File: config.mk
export PLATFORM = sky130hd
export DESIGN_NAME = sdram_ch3_arbiter
export DESIGN_NICKNAME = d
export VERILOG_FILES = /design/src/rtl/sdram_arb_pkg.sv /design/src/rtl/sdram_ch3_arbiter_rr_pick.sv /design/src/rtl/sdram_ch3_arbiter.sv
export SDC_FILE = /design/constraint.sdc
export NUM_CORES = 1
export LEC_CHECK = 0
export CORE_AREA = 5 5 150 152
export DETAILED_ROUTE_END_ITERATION = 6
export DIE_AREA = 0 0 155 157
export PLACE_DENSITY = 0.85
export SYNTH_ARGS = -nofsm -noshare
export SYNTH_HDL_FRONTEND = slang
export SYNTH_SLANG_ARGS = --single-unit
File: constraint.sdc
create_clock -name clk -period 4.1 [get_ports clk]
set_input_delay 0.615 -clock clk [delete_from_list [all_inputs] [get_ports clk]]
set_output_delay 0.615 -clock clk [all_outputs]
set_load 0.01 [all_outputs]
File: src/rtl/sdram_arb_pkg.sv
// Shared types and constants for the SDRAM channel-3 client arbiter.
package sdram_arb_pkg;

    localparam int NCLIENT_DEF = 4;
    localparam int TIMEOUT_DEF = 255;
    localparam int ADDR_W      = 26;
    localparam int DATA_W      = 16;
    localparam int BE_W        = 2;
    localparam int RDATA_W     = 64;
    localparam int CNT_W       = 8;

    typedef enum logic [1:0] {
        ST_IDLE,
        ST_ISSUE,
        ST_WAIT,
        ST_GAP
    } arb_state_t;

    // Client index width, kept at least one bit for a single-client build.
    function automatic int idx_width(input int n);
        return (n > 1) ? $clog2(n) : 1;
    endfunction

endpackage

File: src/rtl/sdram_ch3_arbiter_rr_pick.sv
// Combinational round-robin picker: first set request at or after the pointer wins.
module rr_pick
    import sdram_arb_pkg::*;
#(
    parameter int N  = NCLIENT_DEF,
    parameter int IW = idx_width(N)
) (
    input  logic [N-1:0]  i_req,
    input  logic [IW-1:0] i_ptr,
    output logic [N-1:0]  o_grant,
    output logic [IW-1:0] o_idx,
    output logic          o_valid
);

    always_comb begin
        int w_c;
        o_grant = '0;
        o_idx   = '0;
        o_valid = 1'b0;
        w_c     = 0;
        for (int k = 0; k < N; k++) begin
            w_c = int'(i_ptr) + k;
            if (w_c >= N) begin
                w_c = w_c - N;
            end
            if (!o_valid && i_req[w_c]) begin
                o_valid     = 1'b1;
                o_idx       = IW'(w_c);
                o_grant[w_c] = 1'b1;
            end
        end
    end

endmodule

File: src/rtl/sdram_ch3_arbiter.sv
// Arbitrates NCLIENT word-access clients onto SDRAM channel 3, one transaction at a time,
// with a WAIT timeout and a two-cycle request-low gap so the controller sees every edge.
module sdram_ch3_arbiter
    import sdram_arb_pkg::*;
#(
    parameter int NCLIENT = NCLIENT_DEF,
    parameter int TIMEOUT = TIMEOUT_DEF
) (
    input  logic                           clk,
    input  logic                           init_n,
    input  logic [NCLIENT-1:0]             cl_req,
    input  logic [NCLIENT-1:0]             cl_rnw,
    input  logic [NCLIENT-1:0][ADDR_W:1]   cl_addr,
    input  logic [NCLIENT-1:0][DATA_W-1:0] cl_din,
    input  logic [NCLIENT-1:0][BE_W-1:0]   cl_be,
    output logic [NCLIENT-1:0]             cl_ack,
    output logic                           cl_err,
    output logic [RDATA_W-1:0]             cl_dout,
    output logic                           sd_req,
    output logic                           sd_rnw,
    output logic [ADDR_W:1]                sd_addr,
    output logic [DATA_W-1:0]              sd_din,
    output logic [BE_W-1:0]                sd_be,
    input  logic                           sd_ready,
    input  logic [RDATA_W-1:0]             sd_dout
);

    localparam int             IW       = idx_width(NCLIENT);
    localparam logic [CNT_W-1:0] CNT_LAST = CNT_W'(TIMEOUT - 1);
    localparam logic [IW-1:0]  IDX_LAST = IW'(NCLIENT - 1);

    arb_state_t          r_state;
    arb_state_t          w_state_next;
    logic [IW-1:0]       r_rr_ptr;
    logic [NCLIENT-1:0]  r_gnt;
    logic [NCLIENT-1:0]  r_ack;
    logic                r_err;
    logic [CNT_W-1:0]    r_cnt;
    logic                r_gap;
    logic [RDATA_W-1:0]  r_dout;
    logic                r_sd_rnw;
    logic [ADDR_W:1]     r_sd_addr;
    logic [DATA_W-1:0]   r_sd_din;
    logic [BE_W-1:0]     r_sd_be;

    logic [NCLIENT-1:0]  w_grant;
    logic [IW-1:0]       w_idx;
    logic                w_valid;
    logic                w_done;
    logic                w_expire;

    rr_pick #(
        .N  (NCLIENT),
        .IW (IW)
    ) u_rr_pick (
        .i_req   (cl_req),
        .i_ptr   (r_rr_ptr),
        .o_grant (w_grant),
        .o_idx   (w_idx),
        .o_valid (w_valid)
    );

    // A completion in the last permitted WAIT cycle beats the timeout.
    assign w_done   = (r_state == ST_WAIT) && sd_ready;
    assign w_expire = (r_state == ST_WAIT) && !sd_ready && (r_cnt == CNT_LAST);

    always_ff @(posedge clk) begin
        if (!init_n) begin
            r_state <= ST_IDLE;
        end else begin
            r_state <= w_state_next;
        end
    end

    always_comb begin
        w_state_next = r_state;
        sd_req       = 1'b0;
        unique case (r_state)
            ST_IDLE: begin
                if (w_valid) begin
                    w_state_next = ST_ISSUE;
                end
            end
            ST_ISSUE: begin
                sd_req       = 1'b1;
                w_state_next = ST_WAIT;
            end
            ST_WAIT: begin
                sd_req = 1'b1;
                if (w_done || w_expire) begin
                    w_state_next = ST_GAP;
                end
            end
            ST_GAP: begin
                if (r_gap) begin
                    w_state_next = ST_IDLE;
                end
            end
            default: w_state_next = ST_IDLE;
        endcase
    end

    always_ff @(posedge clk) begin
        if (!init_n) begin
            r_rr_ptr  <= '0;
            r_gnt     <= '0;
            r_ack     <= '0;
            r_err     <= 1'b0;
            r_cnt     <= '0;
            r_gap     <= 1'b0;
            r_dout    <= '0;
            r_sd_rnw  <= 1'b0;
            r_sd_addr <= '0;
            r_sd_din  <= '0;
            r_sd_be   <= '0;
        end else begin
            r_ack <= '0;
            r_err <= 1'b0;
            unique case (r_state)
                ST_IDLE: begin
                    if (w_valid) begin
                        r_gnt     <= w_grant;
                        r_rr_ptr  <= (w_idx == IDX_LAST) ? '0 : w_idx + 1'b1;
                        r_sd_rnw  <= cl_rnw[w_idx];
                        r_sd_addr <= cl_addr[w_idx];
                        r_sd_din  <= cl_din[w_idx];
                        r_sd_be   <= cl_be[w_idx];
                    end
                end
                ST_ISSUE: begin
                    r_cnt <= '0;
                end
                ST_WAIT: begin
                    if (w_done) begin
                        r_ack <= r_gnt;
                        r_gap <= 1'b0;
                        if (r_sd_rnw) begin
                            r_dout <= sd_dout;
                        end
                    end else if (w_expire) begin
                        r_ack <= r_gnt;
                        r_err <= 1'b1;
                        r_gap <= 1'b0;
                    end else begin
                        r_cnt <= r_cnt + 1'b1;
                    end
                end
                ST_GAP: begin
                    r_gap <= 1'b1;
                end
                default: ;
            endcase
        end
    end

    assign cl_ack  = r_ack;
    assign cl_err  = r_err;
    assign cl_dout = r_dout;
    assign sd_rnw  = r_sd_rnw;
    assign sd_addr = r_sd_addr;
    assign sd_din  = r_sd_din;
    assign sd_be   = r_sd_be;

endmodule

==> summary.md <==
| Metric | Value |
|---|---|
| Top cells by area, synth | `dfxtp_1 28%, nand2_1 13%, a21oi_1 9.3%` |
| GPL Wtd Cong | `0.8695` |
| Post-CTS setup buffers | `0` |
| CP peak stage delay | `0.67 ns` |
| Clock buffer count from CTS | `17` |
| Die area | `24340 µm²` |
| CTS Hold Bufs | `0` |
| Syn Area/Cell | `6.947 µm²` |
| Root Driver | `clkbuf_16` |
| Clock sinks | `131` |
| RSZ-0062 raised after global routing | `false` |
| EDFF count, synth | `0` |
| Final slew viol count | `0` |
| Top-area cell type share of the netlist area | `28.28%` |
| Top post-synthesis cells by count | `320 x nand2_1, 173 x a21oi_1, 140 x nand3_1` |
| Most used cell, CP | `a21oi_1` |
| Routed len/inst | `19.63 µm` |
| Via Count | `11610` |
| Reg area | `2624 µm²` |
| Final clock skew | `0.01547 ns` |
| PwrDens | `590.5 nW/µm²` |
| Antenna violations before repair | `0` |
| First-pass DRT Iterations | `6` |
| Max Fclk | `293.8 MHz` |
| Critical-path top delay cell | `mux4_2` |
| I/O Buffers | `365` |
| Syn_nets | `1601` |
| Most common cell in the netlist | `nand2_1` |
| RR Endpoint | `sd_addr[5]` |
| Leak | `4.750 nW` |
| Setup crit end | `sd_addr[5]` |
| Worst reg2reg path startpoint | `r_rr_ptr[1]` |
| Total Routing Usage GR | `28.78%` |
| Rel. slew slack | `22.76%` |
| Core area | `20890 µm²` |
| Largest net degree at the start of global routing | `99` |
| Yosys warnings | `0` |
| Synthesized flop and latch total | `131` |
| Post-DP HPWL | `25.79 mm` |
| Layout fillers | `1838` |
| Initial core utilization | `44.40%` |
| Cell Rows | `53` |
| Ports | `366` |
| Setup_tns | `0 ns` |
| Critical Path Start | `r_rr_ptr[1]` |
| Syn Inst Count | `1335` |
| Worst Path Max Fanout | `50` |
| Inst Count DP | `1869` |
| First-pass GRT wire length | `57.38 mm` |
| DR vias/cell | `6.102` |
| Gates resized, CTS repair | `0` |
| Fraction of layout cells with a size suffix above 1 | `4.859%` |
| Cell taking the most area after synthesis | `dfxtp_1` |
| Die X | `155 µm` |
| Post-route DRC | `0` |
| Setup Viol. Count Final | `0` |
| Gr ovfl total | `0` |
| Ys async rst share | `0%` |
| Final ANT Viol Nets | `0` |
| Max IR drop VDD | `0.0003826 V` |
| Cell depth of the worst flop-to-flop path | `9` |
| Fin nets | `1879` |
| Mapped Area | `9274 µm²` |
| Netlist cell types | `57` |
| Least-Margin Pin Slew | `1.159 ns` |
| Die Y | `157 µm` |
| Vias in the first global route | `11120` |
| Maxcap violations | `0` |
| Kind of critical path | `flop to flop` |
| Outcome | `complete, no violations` |
| Critical path cell sequence | `inv_2 > ha_1 > mux4_2 > nand2b_4 > buf_12 > nand3_1 > a21oi_1 > o31ai_1 > a21oi_1` |
| CP required | `4.38 ns` |
| Min Tclk post-route | `3.404 ns` |
| Final wirelength | `37.37 mm` |
| Clk buf depth | `2` |
| Crit path arrival time | `3.68 ns` |
| Crit. End Element | `flop` |
| CTS tree | `done` |
| Fin crit share | `83.02%` |
| H-tree Lvls | `4` |
| Clk slew on worst S/H paths | `0.07 ns` |
| Endpoints failing hold | `0` |
| DRT iter0 DRCs | `1178` |
| Sequential area share after synthesis | `28.28%` |
| Worst-Skew Late Latency | `0.43 ns` |
| R2R Setup Slk | `0.70 ns` |
| Critical Path Source Type | `flop` |
| Final Non-Filler Cells | `1903` |
| Hold Crit Class | `flop to flop` |
| Main synth FF type | `dfxtp_1` |
| Layout area overhead | `46.57%` |
| Multi-input logic area | `6093 µm²` |
## critical path: cells and delay by family (launching register included)
| family | cells | cell delay [ns] |
|---|---|---|
| and+or+nand+nor | 2 | 0.42 |
| DFF | 1 | 0.56 |
| buffers and inverters | 2 | 0.45 |
| muxes | 1 | 0.67 |
| AOI/OAI and AO/OA | 3 | 0.62 |
| adders and majority gates | 1 | 0.53 |
## cell families (layout without fill, tap and decap cells)
family,after synthesis,after routing,share of synthesized area [%]
xor+xnor,2,2,0.1889
simple gates,560,560,27.17
buf+inv,139,430,6.732
compound gates,479,479,34.20
flops,131,131,28.28
other cells,0,2,0
fa+ha+maj,15,15,2.024
mux,9,9,1.403
## through the flow
step	power, mW	hold WS, ns	instance area, µm²	utilization (%)	setup WS, ns
finish	8.027	0.4536	13590	65.07	0.6960
global placement	6.359	0.4402	13020	62.34	0.7152
detailed placement	6.465	0.4464	13020	62.34	0.6555
floorplan	4.771	0.4228	9274	-	0.4340
global route	8.474	0.4688	13590	65.05	0.5006
CTS	7.966	0.4552	13590	65.05	0.7234
## per-layer routing
| layer | wire length (µm) | track usage (%) |
|---|---|---|
| met1 | 13560 | 34.08 |
| met2 | 17790 | 48.00 |
| met3 | 4515 | 8.578 |
| met4 | 1503 | 13.58 |
| met5 | 0 | 0 |
## cell type report
class	instances	share of cell area, %
diodes	2	0.03682
clock buffers	17	3.130
clock inverters	15	1.040
inverters	8	0.2301
multi-input cells	1065	44.83
flip-flops and latches	131	19.30
well taps	275	2.531
repair buffers	390	28.90
## how the worst min path moves through the flow
stage / start / to / slack [ns] / depth (start not counted)
2_1_floorplan: r_cnt[6] / r_cnt[6] / 0.42 / 1
3_3_place_gp: r_cnt[6] / r_cnt[6] / 0.44 / 1
3_5_place_dp: cl_dout[15] / cl_dout[15] / 0.45 / 2
4_1_cts: cl_dout[20] / cl_dout[20] / 0.46 / 2
5_1_grt: r_gnt[3] / cl_ack[3] / 0.47 / 1
6_report: r_gnt[3] / cl_ack[3] / 0.45 / 1
## state kept, by name, summed over array words and instances, names as in the netlist
register,cells
cl_dout,64
sd_addr,26
sd_din,16
r_cnt,8
cl_ack,4
r_gnt,4
r_rr_ptr,2
r_state,2
sd_be,2
cl_err,1
r_gap,1
sd_rnw,1
## cells in the final DEF (no fill, tap or decap), drive strengths merged, types with 4 or more instances in the layout
| master | Yosys | routed |
|---|---|---|
| a211oi | 5 | 5 |
| a21boi | 38 | 38 |
| a21o | 47 | 47 |
| a21oi | 173 | 173 |
| a22oi | 50 | 50 |
| a32o | 45 | 45 |
| and2 | 50 | 50 |
| buf | 51 | 25 |
| clkbuf | 80 | 17 |
| clkdlybuf4s50 | 0 | 365 |
| clkinv | 1 | 5 |
| dfxtp | 131 | 131 |
| ha | 15 | 15 |
| inv | 7 | 15 |
| mux2i | 4 | 4 |
| nand2 | 320 | 320 |
| nand2b | 5 | 5 |
| nand3 | 140 | 140 |
| nor2 | 16 | 16 |
| nor2b | 7 | 7 |
| nor3 | 6 | 6 |
| o211a | 5 | 5 |
| o211ai | 5 | 5 |
| o21ai | 56 | 56 |
| o31ai | 45 | 45 |
## power breakdown
part | switching, mW | internal (mW)
Clock | 0.682 | 0.803
Sequential | 0.251 | 1.55
Combinational | 2.78 | 1.96
No activity file was read; power rests on OpenSTA's default activity.
